[src/rtl/muldiv_seq_unit_pkg.sv]
// Shared encodings for the iterative multiply/divide unit.
package muldiv_seq_unit_pkg;

    typedef enum logic [1:0] {
        OP_MULT  = 2'b00,
        OP_MULTU = 2'b01,
        OP_DIV   = 2'b10,
        OP_DIVU  = 2'b11
    } op_e;

    typedef enum logic [1:0] {
        ST_IDLE = 2'b00,
        ST_RUN  = 2'b01,
        ST_FIX  = 2'b10,
        ST_DONE = 2'b11
    } state_e;

endpackage

[src/rtl/muldiv_datapath_step.sv]
// One iteration of the shift-add multiplier or restoring divider.
module muldiv_datapath_step #(
    parameter int WIDTH = 32
) (
    input  logic               div_mode_i,
    input  logic [2*WIDTH:0]   acc_i,
    input  logic [WIDTH-1:0]   opnd_i,
    output logic [2*WIDTH:0]   acc_o
);

    logic [WIDTH:0]   sum;
    logic [WIDTH:0]   trial;
    logic [2*WIDTH:0] sh;

    // Multiply: {carry, partial product, multiplier}; divide: {rem, quotient}
    always_comb begin
        sum   = acc_i[2*WIDTH:WIDTH] + {1'b0, opnd_i};
        sh    = {acc_i[2*WIDTH-1:0], 1'b0};
        trial = sh[2*WIDTH:WIDTH] - {1'b0, opnd_i};
        acc_o = acc_i;
        if (div_mode_i) begin
            acc_o = trial[WIDTH] ? sh : {trial, sh[WIDTH-1:1], 1'b1};
        end else if (acc_i[0]) begin
            acc_o = {1'b0, sum, acc_i[WIDTH-1:1]};
        end else begin
            acc_o = {1'b0, acc_i[2*WIDTH:1]};
        end
    end

endmodule

[src/rtl/muldiv_seq_unit.sv]
// Iterative MULT/MULTU/DIV/DIVU unit with HI/LO result registers.
module muldiv_seq_unit
    import muldiv_seq_unit_pkg::*;
#(
    parameter  int WIDTH = 32,
    localparam int CNT_W = $clog2(WIDTH + 1)
) (
    input  logic             clk,
    input  logic             reset_n,
    input  logic             flush,
    input  logic             in_valid,
    output logic             in_ready,
    input  logic [1:0]       op,
    input  logic [WIDTH-1:0] a,
    input  logic [WIDTH-1:0] b,
    output logic             out_valid,
    input  logic             out_ready,
    output logic [WIDTH-1:0] hi,
    output logic [WIDTH-1:0] lo,
    output logic             div_by_zero,
    output logic             busy
);

    state_e             state_q, state_d;
    logic [CNT_W-1:0]   cnt_q;
    logic [2*WIDTH:0]   acc_q, acc_step;
    logic [WIDTH-1:0]   opnd_q, hi_q, lo_q;
    logic               is_div_q, neg_lo_q, neg_hi_q, dbz_q;

    logic               accept, is_signed, is_div, a_neg, b_neg;
    logic               dbz_req, last;
    logic [WIDTH-1:0]   abs_a, abs_b;
    logic [2*WIDTH-1:0] prod_abs, prod_fix;
    logic [WIDTH-1:0]   quo_fix, rem_fix;

    always_comb begin
        accept    = (state_q == ST_IDLE) && in_valid && !flush;
        is_signed = !op[0];
        is_div    = op[1];
        a_neg     = is_signed && a[WIDTH-1];
        b_neg     = is_signed && b[WIDTH-1];
        abs_a     = a_neg ? -a : a;
        abs_b     = b_neg ? -b : b;
        dbz_req   = is_div && (b == '0);
        last      = (cnt_q == CNT_W'(WIDTH - 1));
        prod_abs  = acc_q[2*WIDTH-1:0];
        prod_fix  = neg_lo_q ? -prod_abs : prod_abs;
        quo_fix   = neg_lo_q ? -acc_q[WIDTH-1:0] : acc_q[WIDTH-1:0];
        rem_fix   = neg_hi_q ? -acc_q[2*WIDTH-1:WIDTH] : acc_q[2*WIDTH-1:WIDTH];
    end

    muldiv_datapath_step #(.WIDTH(WIDTH)) u_step (
        .div_mode_i (is_div_q),
        .acc_i      (acc_q),
        .opnd_i     (opnd_q),
        .acc_o      (acc_step)
    );

    always_ff @(posedge clk or negedge reset_n) begin
        if (!reset_n) state_q <= ST_IDLE;
        else          state_q <= state_d;
    end

    // Flush outranks both iteration progress and the output handshake
    always_comb begin
        state_d = state_q;
        unique case (state_q)
            ST_IDLE: if (accept) state_d = dbz_req ? ST_DONE : ST_RUN;
            ST_RUN: begin
                if (flush)     state_d = ST_IDLE;
                else if (last) state_d = ST_FIX;
            end
            ST_FIX:  state_d = flush ? ST_IDLE : ST_DONE;
            ST_DONE: if (flush || out_ready) state_d = ST_IDLE;
            default: state_d = ST_IDLE;
        endcase
    end

    always_ff @(posedge clk or negedge reset_n) begin
        if (!reset_n) begin
            cnt_q    <= '0;
            acc_q    <= '0;
            opnd_q   <= '0;
            hi_q     <= '0;
            lo_q     <= '0;
            is_div_q <= 1'b0;
            neg_lo_q <= 1'b0;
            neg_hi_q <= 1'b0;
            dbz_q    <= 1'b0;
        end else begin
            if (accept) begin
                if (dbz_req) begin
                    hi_q  <= a;
                    lo_q  <= '1;
                    dbz_q <= 1'b1;
                end else begin
                    acc_q    <= {{(WIDTH + 1){1'b0}}, abs_a};
                    opnd_q   <= abs_b;
                    cnt_q    <= '0;
                    is_div_q <= is_div;
                    neg_lo_q <= a_neg ^ b_neg;
                    neg_hi_q <= a_neg;
                end
            end
            if (state_q == ST_RUN && !flush) begin
                acc_q <= acc_step;
                cnt_q <= cnt_q + CNT_W'(1);
            end
            if (state_q == ST_FIX && !flush) begin
                hi_q  <= is_div_q ? rem_fix : prod_fix[2*WIDTH-1:WIDTH];
                lo_q  <= is_div_q ? quo_fix : prod_fix[WIDTH-1:0];
                dbz_q <= 1'b0;
            end
        end
    end

    assign in_ready    = (state_q == ST_IDLE);
    assign out_valid   = (state_q == ST_DONE);
    assign busy        = (state_q != ST_IDLE);
    assign hi          = hi_q;
    assign lo          = lo_q;
    assign div_by_zero = dbz_q;

endmodule

[config.mk]
export PLATFORM = sky130hd
export DESIGN_NAME = muldiv_seq_unit
export DESIGN_NICKNAME = d
export VERILOG_FILES = /design/src/rtl/muldiv_seq_unit_pkg.sv /design/src/rtl/muldiv_datapath_step.sv /design/src/rtl/muldiv_seq_unit.sv
export SDC_FILE = /design/constraint.sdc
export NUM_CORES = 1
export LEC_CHECK = 0
export BUFFER_PORTS_ARGS = -buffer_cell sky130_fd_sc_hd__buf_2
export CORE_MARGIN = 2
export CORE_UTILIZATION = 55
export CTS_CLUSTER_DIAMETER = 40
export DETAILED_ROUTE_END_ITERATION = 6
export PLACE_DENSITY = 0.78
export RECOVER_POWER = 100
export SLEW_MARGIN = 30
export SYNTH_ARGS = -nofsm -noshare
export SYNTH_HDL_FRONTEND = slang
export SYNTH_HIERARCHICAL = 1
export SYNTH_SLANG_ARGS = --single-unit
[constraint.sdc]
create_clock -name clk -period 5.3 [get_ports clk]
set_clock_uncertainty 0.1 [all_clocks]
set_input_delay 0.53 -clock clk [delete_from_list [all_inputs] [get_ports clk]]
set_output_delay 0.53 -clock clk [all_outputs]
set_load 0.02 [all_outputs]
Word level (Yosys, flattened, before mapping)
Cells that the tools add are included.
Word-level totals
  register bits: 173
  bits in latches: 0
  bits in writable memories: 0
  bits in read-only memories: 0
  output and inout bits: 68
  word-level logic and storage cells: 80
  memories: 0
Cells by class
  $add $sub $neg: 8
  $mul: 0
  div/mod/pow operators: 0
  order comparisons: 0
  eq/ne operators: 8
  shift operators: 0
  multiplexer cells: 32
  bitwise gates (word level): 2
  reduce and logical (&&, ||, !) cells: 20
Operators with widths (count)
  2-to-1 mux 32 bit: 12
  2-to-1 mux 65 bit: 5
  2-to-1 mux 64 bit: 2
  negator 32 bit: 4
  negator 64 bit: 1
  adder 33 x 32 -> 33 bit: 1
  subtractor 33 x 32 -> 33 bit: 1
  logical NOT 32 bit: 1
  2-to-1 mux 6 bit: 3
  2-to-1 mux 2 bit: 6
  one-hot mux 2 bit (4 select lines): 1
  nonzero test 2 bit: 4
  logical AND 1 bit: 7
  adder 6 x 1 -> 6 bit (second input constant): 1
  equality test 6 x 5 -> 1 bit (second input constant): 1
  != test 2 x 1 -> 1 bit (second input constant): 3
  AND reduction 2 bit: 3
  equality test 2 bit (second input constant): 2
  2-to-1 mux 1 bit: 3
  != test 3 bit (second input constant): 1
  AND reduction 3 bit: 1
  equality test 2 x 1 -> 1 bit (second input constant): 1
  logical NOT 1 bit: 2
  logical NOT 2 bit: 1
  3 further kinds: 3

Depth between registers and ports, before layout
  depth in word-level cells: 6
  mapped depth: 20
  mapped depth without buffers: 19

By module
Netlist, hierarchy kept.
Modules (own cells, without submodules)
  muldiv_seq_unit: times used 1, cells an instance 1158, area each 10246.1 µm²
  muldiv_datapath_step: times used 1, cells an instance 699, area each 4789.6 µm²

Worst setup path after synthesis
No wires, ideal clock.
  path kind: flip-flop to flip-flop
  start: register acc_q[38]
  end: register acc_q[40]
  library setup time: 121 ps
  data arrival time: 4288 ps
  path slack: 791 ps
  stages on the path, launching flop included: 19
  path through: dfrtp_1 ha_1 a21o_1 or3_4 o2111ai_4 a2111oi_4 a2111oi_4 o31ai_2 a221oi_2 o21bai_1 a21o_1 ha_1 clkbuf_1 clkbuf_1 clkbuf_1 nand2_1 o211ai_1 o21ai_0 a22o_1
Between the ends
  longest elaborated chain between the ends: 4
Ends and longest elaborated chain
  start, declared: RTL line muldiv_seq_unit.sv:26  | logic [2*WIDTH:0] acc_q, acc_step;
  start signal, assigned: RTL line muldiv_seq_unit.sv:97  | acc_q <= {{(WIDTH + 1){1'b0}}, abs_a};
  start signal, assigned: RTL line muldiv_seq_unit.sv:106  | acc_q <= acc_step;
  adder 33 x 32 -> 33 bit or subtractor 33 x 32 -> 33 bit (tied branches): RTL line muldiv_datapath_step.sv:17, muldiv_datapath_step.sv:19
  2-to-1 mux 64 bit or 2-to-1 mux 65 bit (tied branches): RTL line muldiv_datapath_step.sv:23, muldiv_datapath_step.sv:22
  2-to-1 mux 65 bit *: RTL line muldiv_datapath_step.sv:21  | if (div_mode_i) begin
  via acc_step[40]: RTL line muldiv_seq_unit.sv:26
  2-to-1 mux 65 bit *: RTL line muldiv_seq_unit.sv:105  | if (state_q == ST_RUN && !flush) begin
Mark *: on every way through the listed nets, which the timed path passes. The rest lies on a longest branch.
A chain may end at the register's enable or synchronous reset.

Worst setup path in the final report
  start: register acc_q[33]
  end: register acc_q[58]
The elaborated chain is that of the path after synthesis.

==> summary.txt <==
status: finished with violations
violated checks: capacitance limit, slew limit
Hold EP: state_q[0]
R2R setup slack: 0.37 ns
flops & latches, synth: 173
Max VDD drop: 352 uV
pin count of the biggest net entering global routing: 105
Syn Area/Cell: 8.10 sq um
Area growth syn-to-layout: 9.69%
first-pass GRT wire length: 77600 microns
Syn Inst Count: 1857
Synth cell types: 96
max-slew headroom at the worst pin: -173%
Area contributors post-synth: dfrtp_1 29%, a21oi_1 5.8%, ha_1 5.8%
P per Cell Area: 609 nW/um^2
Initial Util: 55.9%
Synth Cell Area: 15000 sq um
Post-synth EDFFs: 0
CTS tree: built
Post-synth top flop: dfrtp_1
top cell type's share of synthesized area: 28.8%
Final Power: 0.0100 W
layout net count: 2087
total congestion overflow: 0
input/output buffers: 138
register area share after synthesis: 28.8%
critical path class: reg -> reg
max_cap viols: 2
Final ANT Viol Nets: 0
Synth top cells by count: 191 x nand2_1, 175 x a21oi_1, 173 x dfrtp_1
clock slew at reported path FFs: 0.08 ns
Fmax achieved: 0.203 GHz
FFs w/ async S/R, synth: 100%
drt wl/cell: 21.2 microns
most common cell in the netlist: nand2_1
buffers from clock root to sink, at most: 2
Die W: 169 microns
WL final: 48800 microns
total CTS buffers: 17
worst setup margin: 0.375 ns
gpl congestion: 0.971
Slew @ Worst Pin: 4.09 ns
worst hold slack: 0.203 ns
via count: 14800
Root Driver: clkbuf_16
terminus of the critical flop-to-flop path: acc_q[58]
Crit Path Max Fanout: 43
Clock Latency Late Sink: 0.44 ns
Die Height: 169 microns
layout cells sized above 1: 10.9%
Hold Crit Start: flush
vias in the first global route: 14100
hold depth: 2
final cycle utilization of the critical path: 92.9%
io pins: 139
Crit path arrival time: 5.14 ns
Post-CTS Setup Bufs: 0
worst hold path class: in -> reg
Synth Area in Compound Gates: 26.4%
final setup violation count: 0
# DRC: 0
Synthesis Warnings: 6
ant diodes: 0
fill count: 2535
hpwl dp: 36500 microns
Clock Sinks: 173
H-Tree Depth: 4
initial antenna violation count: 0
Setup crit end kind: flop
mux contribution to synthesized area: 4.29%
cell taking the most area after synthesis: dfrtp_1
largest family of logic cells by synthesized area: compound AO/OA/AOI/OAI gates
crit path launch type: flop
gr usage total: 34.2%
setup TNS: 0 ns
Core Box Area: 26900 sq um
pre-CTS WS: 0.618 ns
Final Critical Period: 4.93 ns
Worst EP required: 5.52 ns
cts repair resizes: 0
final hold vios: 0
xor/xnor cell area share of the yosys netlist: 8.33%
syn nets: 2000
Vias/cell: 6.45
Synth Area in Adders: 6.09%
unrepaired setup endpoints after global routing: no
DRT iter0 DRCs: 1453
# hold bufs at CTS: 0
Static Leak: 7.06 nW
reg2reg start: acc_q[33]
Slew Viols, Final: 80
Site Rows: 60
Die ar.: 28700 sq um
Pre-antenna DRT Iters: 5
post-synthesis simple-gate area fraction: 21.4%
reg2reg path depth: 16
-- worst max-delay path, cell delays in order, from the launching register on --
cell and delay [ns]:
dfrtp_1 0.61, ha_1 0.34, nor2b_1 0.17, o31a_2 0.33, o2111ai_4 0.29, a2111oi_4 0.13, a2111oi_4 0.48, o31ai_1 0.17
a221oi_2 0.31, o21bai_1 0.11, a21o_1 0.20, ha_1 0.30, buf_4 0.44, nor2b_1 0.10, a211oi_1 0.34, a21oi_1 0.09
a22o_1 0.23
-- logic make-up (layout without fill, tap and decap cells) --
| logic type | after synthesis | count (layout) |
|---|---|---|
| XOR/XNOR | 143 | 143 |
| AO/OA/AOI/OAI | 600 | 600 |
| multiplexers | 60 | 60 |
| AND/OR/NAND/NOR | 637 | 637 |
| flip-flops | 173 | 173 |
| adder cells (fa/ha/maj) | 72 | 72 |
| buffers and inverters | 172 | 272 |
-- layout by cell type (no fill, tap or decap), types with 25 or more instances in the layout --
cell / count
mux2i_1: 25
buf_2: 68
nand2_1: 192
clkbuf_1: 73
xor2_1: 66
buf_4: 25
inv_1: 71
nor2_1: 160
xnor2_1: 77
nand3_1: 52
a21oi_1: 174
a22o_1: 33
nor2b_1: 30
ha_1: 70
mux2_2: 34
dfrtp_1: 172
nor3_1: 50
a211oi_1: 38
o21ai_0: 137
-- how the worst max path moves through the flow --
stage | cells after the start | slack, ns | startpoint | to
floorplan | 18 | 0.79 | acc_q[38] | acc_q[40]
global placement | 16 | 0.77 | acc_q[33] | acc_q[62]
detailed placement | 16 | 0.62 | acc_q[33] | acc_q[62]
CTS | 16 | 0.53 | acc_q[33] | acc_q[58]
global route | 7 | 0.12 | b[3] | opnd_q[11]
finish | 16 | 0.37 | acc_q[33] | acc_q[58]
-- flip-flops by register name, summed over array words and instances (netlist names) --
signal / count
acc_q: 65
hi: 32
lo: 32
opnd_q: 32
cnt_q: 6
state_q: 2
div_by_zero: 1
is_div_q: 1
neg_hi_q: 1
neg_lo_q: 1
-- layer usage --
metal	up-vias	wire, microns	part of all wire (%)	global-route usage [%]
met5	-	0	0	0
met4	0	2320	4.8	16.4
met3	117	3380	6.9	4.90
met2	632	22600	46	55.8
met1	7095	20500	42	44.8
li1	6983	-	-	-
-- stage by stage --
stage,utilization [%],cell area (sq um),cells
final,61.4,16500,2298
after global routing,61.4,16500,2298
after CTS,61.9,16600,2298
after detailed placement,59.6,16000,2266
after global placement,59.6,16000,2266
after floorplan,-,15000,1857
-- report_power, final --
| part | internal [W] | switching (W) |
|---|---|---|
| clock | 0.000692 | 0.000662 |
| combinational | 0.00239 | 0.00376 |
| sequential | 0.00182 | 0.000720 |
-- area by class of cell --
class | instances | area (sq um) | area share [%]
Clock inverter | 15 | 203 | 1.23
Clock buffer | 17 | 425 | 2.58
Multi-Input combinational cell | 1512 | 10000 | 60.7
Sequential cell | 173 | 4330 | 26.3
Tap cell | 341 | 427 | 2.59
Inverter | 71 | 267 | 1.62
Timing Repair Buffer | 169 | 832 | 5.04
Note: power is estimated with default switching activity, not from simulation.
